$ cat src/rtl/munoc_wconv_pkg.sv
// rtl/munoc_wconv_pkg.sv - shared definitions for the MUNOC W-channel width converter
// Contents: AXI burst encodings, sequencer state encoding, and width-derivation
// helpers (lane count, lane select width, byte-offset width).
package munoc_wconv_pkg;

   localparam logic [1:0] BURST_FIXED = 2'd0;
   localparam logic [1:0] BURST_INCR  = 2'd1;
   localparam logic [1:0] BURST_WRAP  = 2'd2;

   typedef enum logic {
      ST_IDLE   = 1'b0,
      ST_ACTIVE = 1'b1
   } wconv_state_t;

   // Ceiling log2; log2ru(1) = 0.
   function automatic int log2ru(input int value);
      int r;
      r = 0;
      for (int i = 0; i < 31; i++) begin
         if ((1 << i) < value) begin
            r = i + 1;
         end
      end
      return r;
   endfunction

   function automatic int calc_ratio(input int bw_wide, input int bw_narrow);
      return bw_wide / bw_narrow;
   endfunction

   // The lane select is kept at least one bit wide so RATIO=1 still has a legal port.
   function automatic int calc_bw_lane(input int ratio);
      return (log2ru(ratio) < 1) ? 1 : log2ru(ratio);
   endfunction

   function automatic int calc_bw_offset(input int bw_wide);
      return log2ru(bw_wide / 8);
   endfunction

endpackage

$ cat src/rtl/ervp_mux.sv
// rtl/ervp_mux.sv - one-of-N word selector used for lane steering
// Ports:
//   data_i  NUM_DATA packed words, word 0 in the least significant bits
//   sel_i   word index
//   data_o  selected word (zero if sel_i is out of range)
module ERVP_MUX #(
   parameter int BW_DATA  = 32,
   parameter int NUM_DATA = 2,
   parameter int BW_SEL   = 1
) (
   input  logic [NUM_DATA*BW_DATA-1:0] data_i,
   input  logic [BW_SEL-1:0]           sel_i,
   output logic [BW_DATA-1:0]          data_o
);

   always_comb begin
      data_o = '0;
      for (int i = 0; i < NUM_DATA; i++) begin
         if (sel_i == BW_SEL'(i)) begin
            data_o = data_i[i*BW_DATA +: BW_DATA];
         end
      end
   end

endmodule

$ cat src/rtl/munoc_lane_counter.sv
// rtl/munoc_lane_counter.sv - narrow lane and beat counters with last/pop decode
// Ports:
//   clk_i, rst_i      clock, synchronous active-high reset
//   load_i            start a new burst with the load_* values
//   load_lane_i       starting narrow lane
//   load_len_i        narrow beats minus 1
//   load_fixed_i      FIXED burst: lane never advances
//   step_i            one narrow beat handshaken
//   lane_o            current narrow lane
//   last_o            current narrow beat is the last of the burst
//   pop_o             current narrow beat is the final use of the wide beat
module munoc_lane_counter
   import munoc_wconv_pkg::*;
#(
   parameter int RATIO      = 2,
   parameter int BW_LANE    = 1,
   parameter int BW_AXI_LEN = 8
) (
   input  logic                  clk_i,
   input  logic                  rst_i,
   input  logic                  load_i,
   input  logic [BW_LANE-1:0]    load_lane_i,
   input  logic [BW_AXI_LEN-1:0] load_len_i,
   input  logic                  load_fixed_i,
   input  logic                  step_i,
   output logic [BW_LANE-1:0]    lane_o,
   output logic                  last_o,
   output logic                  pop_o
);

   localparam logic [BW_LANE-1:0] LANE_MAX = BW_LANE'(RATIO - 1);

   logic [BW_LANE-1:0]    lane_q, lane_d;
   logic [BW_AXI_LEN-1:0] beat_cnt_q, beat_cnt_d;
   logic [BW_AXI_LEN-1:0] len_q, len_d;
   logic                  fixed_q, fixed_d;

   assign lane_o = lane_q;
   assign last_o = (beat_cnt_q == len_q);
   assign pop_o  = fixed_q || (lane_q == LANE_MAX) || last_o;

   always_comb begin
      lane_d     = lane_q;
      beat_cnt_d = beat_cnt_q;
      len_d      = len_q;
      fixed_d    = fixed_q;
      // A load coincides with a step only on the last beat, so load wins.
      if (load_i) begin
         lane_d     = (RATIO == 1) ? '0 : load_lane_i;
         beat_cnt_d = '0;
         len_d      = load_len_i;
         fixed_d    = load_fixed_i;
      end else if (step_i) begin
         // Holding at len keeps a 256-beat burst from wrapping the counter.
         if (!last_o) begin
            beat_cnt_d = beat_cnt_q + 1'b1;
         end
         // Lane width equals log2(RATIO), so the add wraps modulo RATIO.
         if (!fixed_q && RATIO > 1) begin
            lane_d = lane_q + 1'b1;
         end
      end
   end

   always_ff @(posedge clk_i) begin
      if (rst_i) begin
         lane_q     <= '0;
         beat_cnt_q <= '0;
         len_q      <= '0;
         fixed_q    <= 1'b0;
      end else begin
         lane_q     <= lane_d;
         beat_cnt_q <= beat_cnt_d;
         len_q      <= len_d;
         fixed_q    <= fixed_d;
      end
   end

endmodule

$ cat src/rtl/munoc_w_downsize_sequencer.sv
// rtl/munoc_w_downsize_sequencer.sv - wide-to-narrow AXI W beat sequencer
// Ports:
//   clk_i, rst_i                   clock, synchronous active-high reset
//   cmd_valid_i/cmd_ready_o        burst command handshake
//   cmd_addr_i                     start byte offset within the wide word
//   cmd_len_i                      narrow beats minus 1
//   cmd_burst_i                    AXI burst type (WRAP handled as INCR)
//   s_w*_i / s_wready_o            wide upstream W channel
//   m_w*_o / m_wready_i            narrow downstream W channel
//   busy_o                         burst in progress
//   err_wlast_o                    one-cycle pulse: s_wlast disagreed with m_wlast on a pop
module munoc_w_downsize_sequencer
   import munoc_wconv_pkg::*;
#(
   parameter int  BW_WIDE_DATA   = 64,
   parameter int  BW_NARROW_DATA = 32,
   parameter int  BW_AXI_LEN     = 8,
   localparam int RATIO          = calc_ratio(BW_WIDE_DATA, BW_NARROW_DATA),
   localparam int BW_LANE        = calc_bw_lane(RATIO),
   localparam int BW_OFFSET      = calc_bw_offset(BW_WIDE_DATA)
) (
   input  logic                        clk_i,
   input  logic                        rst_i,
   input  logic                        cmd_valid_i,
   output logic                        cmd_ready_o,
   input  logic [BW_OFFSET-1:0]        cmd_addr_i,
   input  logic [BW_AXI_LEN-1:0]       cmd_len_i,
   input  logic [1:0]                  cmd_burst_i,
   input  logic                        s_wvalid_i,
   output logic                        s_wready_o,
   input  logic [BW_WIDE_DATA-1:0]     s_wdata_i,
   input  logic [BW_WIDE_DATA/8-1:0]   s_wstrb_i,
   input  logic                        s_wlast_i,
   output logic                        m_wvalid_o,
   input  logic                        m_wready_i,
   output logic [BW_NARROW_DATA-1:0]   m_wdata_o,
   output logic [BW_NARROW_DATA/8-1:0] m_wstrb_o,
   output logic                        m_wlast_o,
   output logic                        busy_o,
   output logic                        err_wlast_o
);

   wconv_state_t       state_q, state_d;
   logic               err_wlast_q, err_wlast_d;
   logic [BW_LANE-1:0] lane;
   logic               last, pop;
   logic               active, step, last_hs, cmd_hs;
   logic               unused_addr;

   // Address bits below the narrow lane only matter to the strobes upstream.
   assign unused_addr = ^cmd_addr_i;

   // Gating with rst_i keeps the handshakes quiet during the reset cycle itself.
   assign active      = (state_q == ST_ACTIVE) && !rst_i;
   assign m_wvalid_o  = active && s_wvalid_i;
   assign m_wlast_o   = last;
   assign s_wready_o  = active && m_wready_i && pop;
   assign step        = m_wvalid_o && m_wready_i;
   assign last_hs     = step && m_wlast_o;
   assign cmd_ready_o = !rst_i && ((state_q == ST_IDLE) || last_hs);
   assign cmd_hs      = cmd_valid_i && cmd_ready_o;
   assign busy_o      = (state_q == ST_ACTIVE);
   assign err_wlast_o = err_wlast_q;

   always_comb begin
      state_d     = state_q;
      err_wlast_d = s_wvalid_i && s_wready_o && (s_wlast_i != m_wlast_o);
      if (cmd_hs) begin
         state_d = ST_ACTIVE;
      end else if (last_hs) begin
         state_d = ST_IDLE;
      end
   end

   always_ff @(posedge clk_i) begin
      if (rst_i) begin
         state_q     <= ST_IDLE;
         err_wlast_q <= 1'b0;
      end else begin
         state_q     <= state_d;
         err_wlast_q <= err_wlast_d;
      end
   end

   munoc_lane_counter #(
      .RATIO      (RATIO),
      .BW_LANE    (BW_LANE),
      .BW_AXI_LEN (BW_AXI_LEN)
   ) u_lane_counter (
      .clk_i        (clk_i),
      .rst_i        (rst_i),
      .load_i       (cmd_hs),
      .load_lane_i  (cmd_addr_i[BW_OFFSET-1 -: BW_LANE]),
      .load_len_i   (cmd_len_i),
      .load_fixed_i (cmd_burst_i == BURST_FIXED),
      .step_i       (step),
      .lane_o       (lane),
      .last_o       (last),
      .pop_o        (pop)
   );

   ERVP_MUX #(
      .BW_DATA  (BW_NARROW_DATA),
      .NUM_DATA (RATIO),
      .BW_SEL   (BW_LANE)
   ) u_data_mux (
      .data_i (s_wdata_i),
      .sel_i  (lane),
      .data_o (m_wdata_o)
   );

   ERVP_MUX #(
      .BW_DATA  (BW_NARROW_DATA/8),
      .NUM_DATA (RATIO),
      .BW_SEL   (BW_LANE)
   ) u_strb_mux (
      .data_i (s_wstrb_i),
      .sel_i  (lane),
      .data_o (m_wstrb_o)
   );

endmodule
$ cat config.mk
export PLATFORM = sky130hd
export DESIGN_NAME = munoc_w_downsize_sequencer
export DESIGN_NICKNAME = d
export VERILOG_FILES = /design/src/rtl/munoc_wconv_pkg.sv /design/src/rtl/ervp_mux.sv /design/src/rtl/munoc_lane_counter.sv /design/src/rtl/munoc_w_downsize_sequencer.sv
export SDC_FILE = /design/constraint.sdc
export NUM_CORES = 1
export LEC_CHECK = 0
export CORE_ASPECT_RATIO = 1.5
export CORE_MARGIN = 4
export CORE_UTILIZATION = 33
export DETAILED_ROUTE_END_ITERATION = 8
export GPL_TIMING_DRIVEN = 0
export PLACE_DENSITY_LB_ADDON = 0.3
export SLEW_MARGIN = 25
export SYNTH_ARGS = -nofsm -noshare
export SYNTH_HDL_FRONTEND = slang
export SYNTH_SLANG_ARGS = --single-unit
$ cat constraint.sdc
create_clock -name clk_i -period 2 [get_ports clk_i]
set_input_delay 0.2 -clock clk_i [delete_from_list [all_inputs] [get_ports clk_i]]
set_output_delay 0.2 -clock clk_i [all_outputs]
set_load 0.005 [all_outputs]
* Yosys cells after proc, flatten, opt, wreduce, memory -nomap -nowiden
Cells that the tools add are included.
Storage, ports and cells: output and inout bits 42, input bits 91, word-level logic and storage cells 40, register bits 20
Cells by class: bitwise logic cells 2, equality and inequality tests 3, add/subtract/negate cells 2, reduce and logical (&&, ||, !) cells 20, muxes and demuxes 7
Operator list (count):
- two-way mux 32 bit | 1
- logical AND 1 bit | 10
- adder 8 x 1 -> 8 bit, second input constant | 1
- equality test 8 bit | 1
- two-way mux 1 bit | 5
- two-way mux 4 bit | 1
- AND reduction 2 bit | 2
- nonzero test 2 bit | 2
- logical OR 1 bit | 3
- logical NOT 2 bit | 1
- != test 2 bit, second input constant | 1
- NOT 1 bit | 2
- OR reduction 2 bit | 1
- adder 1 bit, second input constant | 1
- logical NOT 1 bit | 1
- != test 1 bit | 1

* Logic depth before layout (Yosys ltp)
Gate-level depths: netlist of run 1.
depth after elaboration 10, mapped depth 6, gate-level depth less buffers 5

* Cells and area by module
From an unflattened synthesis of run 1, not the netlist that was laid out.
Second synthesis, totals: cells, all modules 149, area total of the unflattened synthesis 1580.3 sq um
Modules (own cells, without submodules):
- munoc_lane_counter | sequential area each 360.3 sq um, area each 855.8 sq um, cells an instance 91, instances 1
- ERVP_MUX (u_data_mux) | sequential area each 0.0 sq um, area each 544.3 sq um, cells an instance 36, instances 1
- munoc_w_downsize_sequencer | sequential area each 40.0 sq um, area each 135.1 sq um, cells an instance 18, instances 1
- ERVP_MUX (u_strb_mux) | sequential area each 0.0 sq um, area each 45.0 sq um, cells an instance 4, instances 1

* Worst setup path after synthesis of run 1
No wires, ideal clock.
path kind register to output, start register u_lane_counter.beat_cnt_q[4], end output port cmd_ready_o, data required time 1.800 ns, arrival 1.403 ns, buffers on the path 2, slack 0.397 ns, stages on the path, launching flop included 7, path through dfxtp_1 buf_6 xnor2_1 nand4_2 buf_6 o31ai_2 nor2b_1
Between the ends: longest elaborated chain between the ends 4
Ends and longest elaborated chain:
- from (decl) | RTL line munoc_lane_counter.sv:34 | logic [BW_AXI_LEN-1:0] beat_cnt_q, beat_cnt_d;
- from (signal assigned) | RTL line munoc_lane_counter.sv:73 | beat_cnt_q <= beat_cnt_d;
- equality test 8 bit | RTL line munoc_lane_counter.sv:39 | assign last_o = (beat_cnt_q == len_q);
- logical AND 1 bit | RTL line munoc_w_downsize_sequencer.sv:59 | assign last_hs = step && m_wlast_o;
- logical OR 1 bit | RTL line munoc_w_downsize_sequencer.sv:60 | assign cmd_ready_o = !rst_i && ((state_q == ST_IDLE) || last_hs);
- logical AND 1 bit | RTL line munoc_w_downsize_sequencer.sv:60
- to (decl) | RTL line munoc_w_downsize_sequencer.sv:25 | output logic cmd_ready_o,
No other way between the ends.

* Final worst setup path of run 1
start register u_lane_counter.lane_q (netlist: u_lane_counter.lane_o), end output port m_wdata_o[12]
Between the ends: longest elaborated chain between the ends 1
Ends and longest elaborated chain:
- from (decl) | RTL line munoc_lane_counter.sv:33 | logic [BW_LANE-1:0] lane_q, lane_d;
- from (signal assigned) | RTL line munoc_lane_counter.sv:72 | lane_q <= lane_d;
- two-way mux 32 bit | RTL line ervp_mux.sv:19 | if (sel_i == BW_SEL'(i)) begin
- to (decl) | RTL line munoc_w_downsize_sequencer.sv:36 | output logic [BW_NARROW_DATA-1:0] m_wdata_o,
No other way between the ends.

==> metrics.md, run 1 <==
| Metric | Value |
|---|---|
| Drt drc | `0` |
| Synth Instances | `169` |
| Worst reg2reg endpoint | `u_lane_counter.lane_o$_SDFFE_PP0P_` |
| Final Hold Slack | `0.525 ns` |
| Register bit count reported by yosys | `20` |
| Maximum fanout along the worst path | `10` |
| Reg2Reg Depth | `4` |
| Core footprint | `4620 um^2` |
| Remaining Overflow, GRT | `0` |
| TritonCTS Buffers | `3` |
| Flop2flop setup slack | `0.22 ns` |
| Hold Buf Count CTS | `0` |
| Worst hold endpoint | `u_lane_counter.len_q[5]$_SDFFE_PP0P_` |
| Cells along the critical path | `buf_2 -> mux2_2 -> clkdlybuf4s50_1` |
| Total iterations of the first detailed-routing run | `4` |
| CTS Sinks | `20` |
| RSZ-0062 raised after global routing | `yes` |
| Post-layout util | `0.697` |
| Skew final | `0.00303 ns` |
| Total Die Area | `6080 um^2` |
| Maxcap violations | `0` |
| CP max-delay cell | `clkdlybuf4s50_1` |
| First-pass GRT wire length | `9.87 mm` |
| Largest net degree at the start of global routing | `13` |
| I/O pins | `133` |
| Hold depth | `2` |
| Net count, final | `402` |
| CP peak stage delay | `0.46 ns` |
| Layout area overhead | `100%` |
| Startpoint class of the critical path | `flip-flop` |
| Final HPWL DP | `5.52 mm` |
| Diode count | `0` |
| Via count | `1955` |
| Yosys Warn Count | `0` |
| Outcome | `finished, final reports clean` |
| Period utilization | `0.971` |
| Mapped cell area | `1610 um^2` |
| Crit end category | `output pin` |
| Rows | `30` |
| Worst hold path class | `in2reg` |
| Chip Height | `93.5 um` |
| Final ANT Viol Nets | `0` |
| Worst reg2reg startpoint | `busy_o$_SDFFE_PP0P_` |
| Worst vdd ir | `306 uV` |
| Leakage | `1.13 nW` |
| WS Path Type | `reg2out` |
| Clock Tree Root | `clkbuf_8` |
| Worst hold start | `cmd_len_i[5]` |
| Crit path time final | `1.94 ns` |
| Area leader, netlist | `mux2_2` |
| Vias/cell | `5.24` |
| GP Congestion | `0.781` |
| Total power | `0.00148 W` |
| Total wire length | `6.79 mm` |
| Worst-case clock buffer depth | `2` |
| Cell variety after synth | `44` |
| Highest Clock Rate | `515 MHz` |
| Final setup vio count | `0` |
| Main synth FF type | `dfxtp_1` |
| H-tree lvl count | `1` |
| CTS tree | `yes` |
| Port-buffer cells | `130` |
| Post-synth ARST share | `0` |
| Post-synthesis sequential area ratio | `0.249` |
| Clk Latency, worst-skew pair | `0.26 ns` |
| Synth top area share | `0.252` |
| Crit path required time | `1.80 ns` |
| Post-DR wirelength/cell | `18.2 um` |
| Max-slew violation count | `0` |
| DRT iter0 DRCs | `88` |
| Antenna violations before repair | `0` |
| Area contributors post-synth | `mux2_2 (25%), dfxtp_1 (25%), a22o_1 (4.9%), xnor2_1 (4.4%), buf_6 (3.5%)` |
| Crit path DAT | `1.74 ns` |
| Slew @ Worst Pin | `0.486 ns` |
| Final Hold Fails | `0` |
| Initial core utilization | `0.348` |
| Synthesized Nets | `261` |
| Number of global-route vias before repair | `1964` |
| Die X | `65.0 um` |
| Post-Syn Area per Cell | `9.51 um^2` |
| Share of cells above drive strength 1 | `0.259` |
| GRT Total Usage | `0.212` |
| PD cells | `461 nW/um^2` |
| Clock slew seen by the registers of the worst setup and hold paths | `0.08 ns` |
| Relative slew slack | `0.676` |
| Post-synth EDFFs | `0` |
==> power breakdown <==
group	internal (W)	switching (W)	total [W]
clock network	0.000267	0.000143	0.000410
logic	0.000419	0.000224	0.000643
registers	0.000413	0.0000193	0.000432
total	0.00110	0.000386	0.00148
==> layer usage <==
metal | up-vias | global-route usage | share of wire | wire length [um]
li1 | 931 | - | - | -
met1 | 904 | 0.224 | 0.35 | 2390
met3 | 19 | 0.0661 | 0.078 | 532
met5 | - | 0 | 0 | 0
met2 | 101 | 0.384 | 0.53 | 3630
met4 | 0 | 0.0776 | 0.035 | 240
==> stage by stage <==
| stage | cells | cell area (um^2) | setup TNS, ns | setup WS (ns) |
|---|---|---|---|---|
| after floorplan | 169 | 1610 | 0 | 0.397 |
| after CTS | 370 | 3170 | 0 | 0.0174 |
| after global placement | 363 | 2990 | -1.91 | -0.740 |
| final | 373 | 3220 | 0 | 0.0573 |
| after detailed placement | 363 | 2990 | -2.21 | -0.762 |
| after global routing | 373 | 3220 | -0.0251 | -0.0251 |
==> worst max-delay path, delay by kind of cell, from the launching register on <==
family   cells  cell delay [ns]
flops        1             0.38
mux          1             0.37
buf+inv      2             0.73
==> kinds of logic (layout without fill, tap and decap cells) <==
kind of cell    after synthesis  after routing  synth area share
compound gates               38             38             0.195
mux                          37             37             0.259
flops                        20             20             0.249
xor+xnor                      8              8            0.0436
fa+ha+maj                     1              1           0.00778
buf+inv                      16            156            0.0669
simple gates                 49             49             0.179
==> synth_stat cells (2+ instances only) <==
cell and n:
or3_1 2, xnor2_1 8, mux2_2 36, and2_1 2
a31oi_1 7, o22ai_1 6, nand4_1 9, buf_2 2
nand3_1 4, a21oi_1 3, nor2b_1 5, nor2_1 3
dfxtp_1 20, buf_1 3, buf_6 5, nor4_1 3
clkbuf_1 2, nand2_1 10, o21ai_0 2, o21a_1 3
nor3_1 2, buf_4 2, a22o_1 9
==> layout by cell type, fill, tap and decap left out, types with 6 or more instances in the layout <==
master | netlist | routed
buf_6 | 5 | 8
dfxtp_1 | 20 | 16
buf_4 | 2 | 7
a31oi_1 | 7 | 7
mux2_2 | 36 | 36
o22ai_1 | 6 | 6
nand4_1 | 9 | 9
nand2_1 | 10 | 10
clkdlybuf4s50_1 | 0 | 127
xnor2_2 | 0 | 6
a22o_1 | 9 | 9
==> repair_timing <==
action,4_1_cts,5_1_grt
pin swaps,3,2
endpoints found under the setup margin,31,20
setup buffers,3,3
resized for setup,29,7
==> sequential cells by signal (all words and copies together), names as in the netlist <==
signal and cells:
err_wlast_o 1, u_lane_counter.beat_cnt_q 8, busy_o 1, u_lane_counter.lane_o 1, u_lane_counter.len_q 8, u_lane_counter.fixed_q 1
==> cell type report <==
class	count	area, um^2
timing repair buffer	136	1340
clock buffer	3	41.3
clock inverter	1	30.0
fill	384	1400
multi-input combinational	133	1190
buffer	14	126
inverter	2	7.51
sequential	20	405
tap	64	80.1
==> worst max path at each step <==
stage,slack [ns],cells past startpoint,start,end
6_report,0.06,3,u_lane_counter.lane_o$_SDFFE_PP0P_,m_wdata_o[12]
5_1_grt,-0.03,6,u_lane_counter.len_q[2]$_SDFFE_PP0P_,cmd_ready_o
4_1_cts,0.02,4,u_lane_counter.lane_o$_SDFFE_PP0P_,m_wdata_o[26]
3_5_place_dp,-0.76,6,rst_i,cmd_ready_o
3_3_place_gp,-0.74,6,rst_i,cmd_ready_o
2_1_floorplan,0.40,6,u_lane_counter.beat_cnt_q[4]$_SDFFE_PP0P_,cmd_ready_o
Note: power is estimated with default switching activity, not from simulation.
==> run 2, diff against run 1 <==
--- a/config.mk
+++ b/config.mk
@@ -10,7 +10,7 @@
 export CORE_UTILIZATION = 33
 export DETAILED_ROUTE_END_ITERATION = 8
 export GPL_TIMING_DRIVEN = 0
-export PLACE_DENSITY_LB_ADDON = 0.3
+export PLACE_DENSITY = 0.82
 export SLEW_MARGIN = 25
 export SYNTH_ARGS = -nofsm -noshare
 export SYNTH_HDL_FRONTEND = slang
==> metrics.md, run 2 (synthesized netlist as in run 1, its figures left out) <==
| Metric | Value |
|---|---|
| Placed inst area | `2990 um^2 (unchanged)` |
| Final ANT Viol Nets | `0 (unchanged)` |
| Largest net degree at the start of global routing | `13 (unchanged)` |
| Total iterations of the first detailed-routing run | `4 (unchanged)` |
| Final Hold Fails | `0 (unchanged)` |
| Skew final | `0.00164 ns (-0.00139 ns)` |
| Max-slew violation count | `0 (unchanged)` |
| Layout area overhead | `100%` |
| Worst reg2reg startpoint | `busy_o$_SDFFE_PP0P_` |
| WS Path Type | `reg2out` |
| Drt drc | `0 (unchanged)` |
| Commonest non-fill, non-tap cell in the layout | `clkdlybuf4s50_1` |
| CTS tree | `yes` |
| Via count | `1965 (+0.51%)` |
| Net count, final | `400 (-0.50%)` |
| RSZ-0062 raised after global routing | `no` |
| Crit path required time | `1.80 ns (about the same)` |
| Clock Tree Root | `clkbuf_8` |
| Highest Clock Rate | `522 MHz (+1.4%)` |
| Worst vdd ir | `301 uV (-1.4%)` |
| Clk Latency, worst-skew pair | `0.26 ns (about the same)` |
| I/O pins | `133 (unchanged)` |
| First-pass GRT wire length | `10.1 mm (+2.0%)` |
| Antenna violations before repair | `0 (unchanged)` |
| PD cells | `463 nW/um^2 (+0.45%)` |
| Setup WS pre-CTS | `-0.688 ns (+0.0742 ns)` |
| Worst hold endpoint | `busy_o$_SDFFE_PP0P_` |
| Remaining Overflow, GRT | `0 (unchanged)` |
| Crit end category | `output pin` |
| Final setup vio count | `0 (unchanged)` |
| Rows | `30 (unchanged)` |
| Clock slew seen by the registers of the worst setup and hold paths | `0.08 ns (about the same)` |
| Vias/cell | `5.30 (+1.1%)` |
| Hold depth | `2 (unchanged)` |
| Leakage | `1.13 nW (+0.21%)` |
| Die X | `65.0 um (unchanged)` |
| CTS Sinks | `20 (unchanged)` |
| Initial core utilization | `0.348 (unchanged)` |
| TritonCTS Buffers | `3 (unchanged)` |
| Post-layout instance area | `3220 um^2 (+0.12%)` |
| Maxcap violations | `0 (unchanged)` |
| Number of global-route vias before repair | `1993 (+1.5%)` |
| Reg2Reg Depth | `4 (unchanged)` |
| Outcome | `finished, final reports clean` |
| Crit path time final | `1.92 ns (-0.0272 ns)` |
| Port-buffer cells | `130 (unchanged)` |
| DRT iter0 DRCs | `121 (+38%)` |
| Crit path from | `u_lane_counter.lane_o$_SDFFE_PP0P_` |
| Startpoint class of the critical path | `flip-flop` |
| H-tree lvl count | `1 (unchanged)` |
| Final HPWL DP | `5.43 mm (-1.7%)` |
| GP Congestion | `0.823 (+5.4%)` |
| Worst Slack Setup Final | `0.0845 ns (+0.0272 ns)` |
| Maximum fanout along the worst path | `10 (unchanged)` |
| Crit path DAT | `1.72 ns (-0.02 ns)` |
| Total wire length | `6.93 mm (+2.1%)` |
| Post-DR wirelength/cell | `18.7 um (+2.7%)` |
| Chip Height | `93.5 um (unchanged)` |
| Diode count | `0 (unchanged)` |
| Relative slew slack | `0.659 (-0.0164)` |
| Share of cells above drive strength 1 | `0.248 (-0.0113)` |
| Most frequent cells in the layout | `clkdlybuf4s50_1 (125), mux2_2 (36), dfxtp_1 (15), nand2_1 (10)` |
| Slew @ Worst Pin | `0.511 ns (+0.0246 ns)` |
| Flop2flop setup slack | `0.18 ns (-0.04 ns)` |
| Period utilization | `0.958 (-0.0136)` |
| GRT Total Usage | `0.216 (+0.00431)` |
| Worst hold start | `rst_i` |
| Worst-case clock buffer depth | `2 (unchanged)` |
| Worst hold path class | `in2reg` |
| Biggest registers after layout | `u_lane_counter.beat_cnt_q: 8 flops, u_lane_counter.len_q: 8 flops` |
| Core footprint | `4620 um^2 (unchanged)` |
| Total Die Area | `6080 um^2 (unchanged)` |
| Worst reg2reg endpoint | `u_lane_counter.lane_o$_SDFFE_PP0P_` |
==> run 2: layout make-up <==
type / instances / area, um^2
fillers: 362 / 1390
repair buffers: 134 / 1330
multi-input cells: 133 / 1200
flip-flops and latches: 20 / 409
plain buffers: 14 / 128
well taps: 64 / 80.1
clock buffers: 3 / 41.3
clock inverters: 1 / 30.0
inverters: 2 / 7.51
==> run 2: repair_timing <==
item / in CTS / in global routing
setup endpoints to repair: 31 / 30
setup buffers: 4 / 0
gates resized for setup: 22 / 18
pin swaps: 2 / 3
hold buffers: 0 / 0
==> run 2: routing by layer <==
layer | vias up | global-route usage | share of wire
met3 | 7 | 0.0469 | 0.069
met1 | 928 | 0.246 | 0.36
met4 | 0 | 0.0617 | 0.012
met2 | 104 | 0.395 | 0.56
li1 | 926 | - | -
met5 | - | 0 | 0
==> run 2: worst max-delay path by stage <==
| stage | end | slack, ns | cells past startpoint |
|---|---|---|---|
| after floorplan | cmd_ready_o | 0.40 | 6 |
| after global placement | cmd_ready_o | -0.68 | 6 |
| after detailed placement | cmd_ready_o | -0.69 | 6 |
| after CTS | cmd_ready_o | 0.005 | 7 |
| after global routing | m_wdata_o[26] | 0.01 | 4 |
| final | m_wdata_o[7] | 0.08 | 3 |
==> run 2: metrics by stage <==
step,TNS (ns),total power (W),utilization,cells,hold WS (ns)
after floorplan,0,0.000667,-,169,0.269
after global placement,-1.58,0.00103,0.647,363,0.483
after detailed placement,-1.74,0.00104,0.647,363,0.490
after CTS,0,0.00148,0.683,371,0.398
after global routing,0,0.00156,0.698,371,0.446
final,0,0.00149,0.698,371,0.412
==> run 2: critical path: stages (launching register included) <==
cell	delay (ns)
dfxtp_4	0.37
buf_2	0.24
mux2_2	0.37
clkdlybuf4s50_1	0.47
==> run 2: where the power goes <==
part / switching [W] / internal, W / leakage [nW]
Combinational: 0.000228 / 0.000419 / 0.930
Clock: 0.000146 / 0.000267 / 0.0357
Sequential: 0.0000199 / 0.000413 / 0.166
Total: 0.000394 / 0.00110 / 1.13
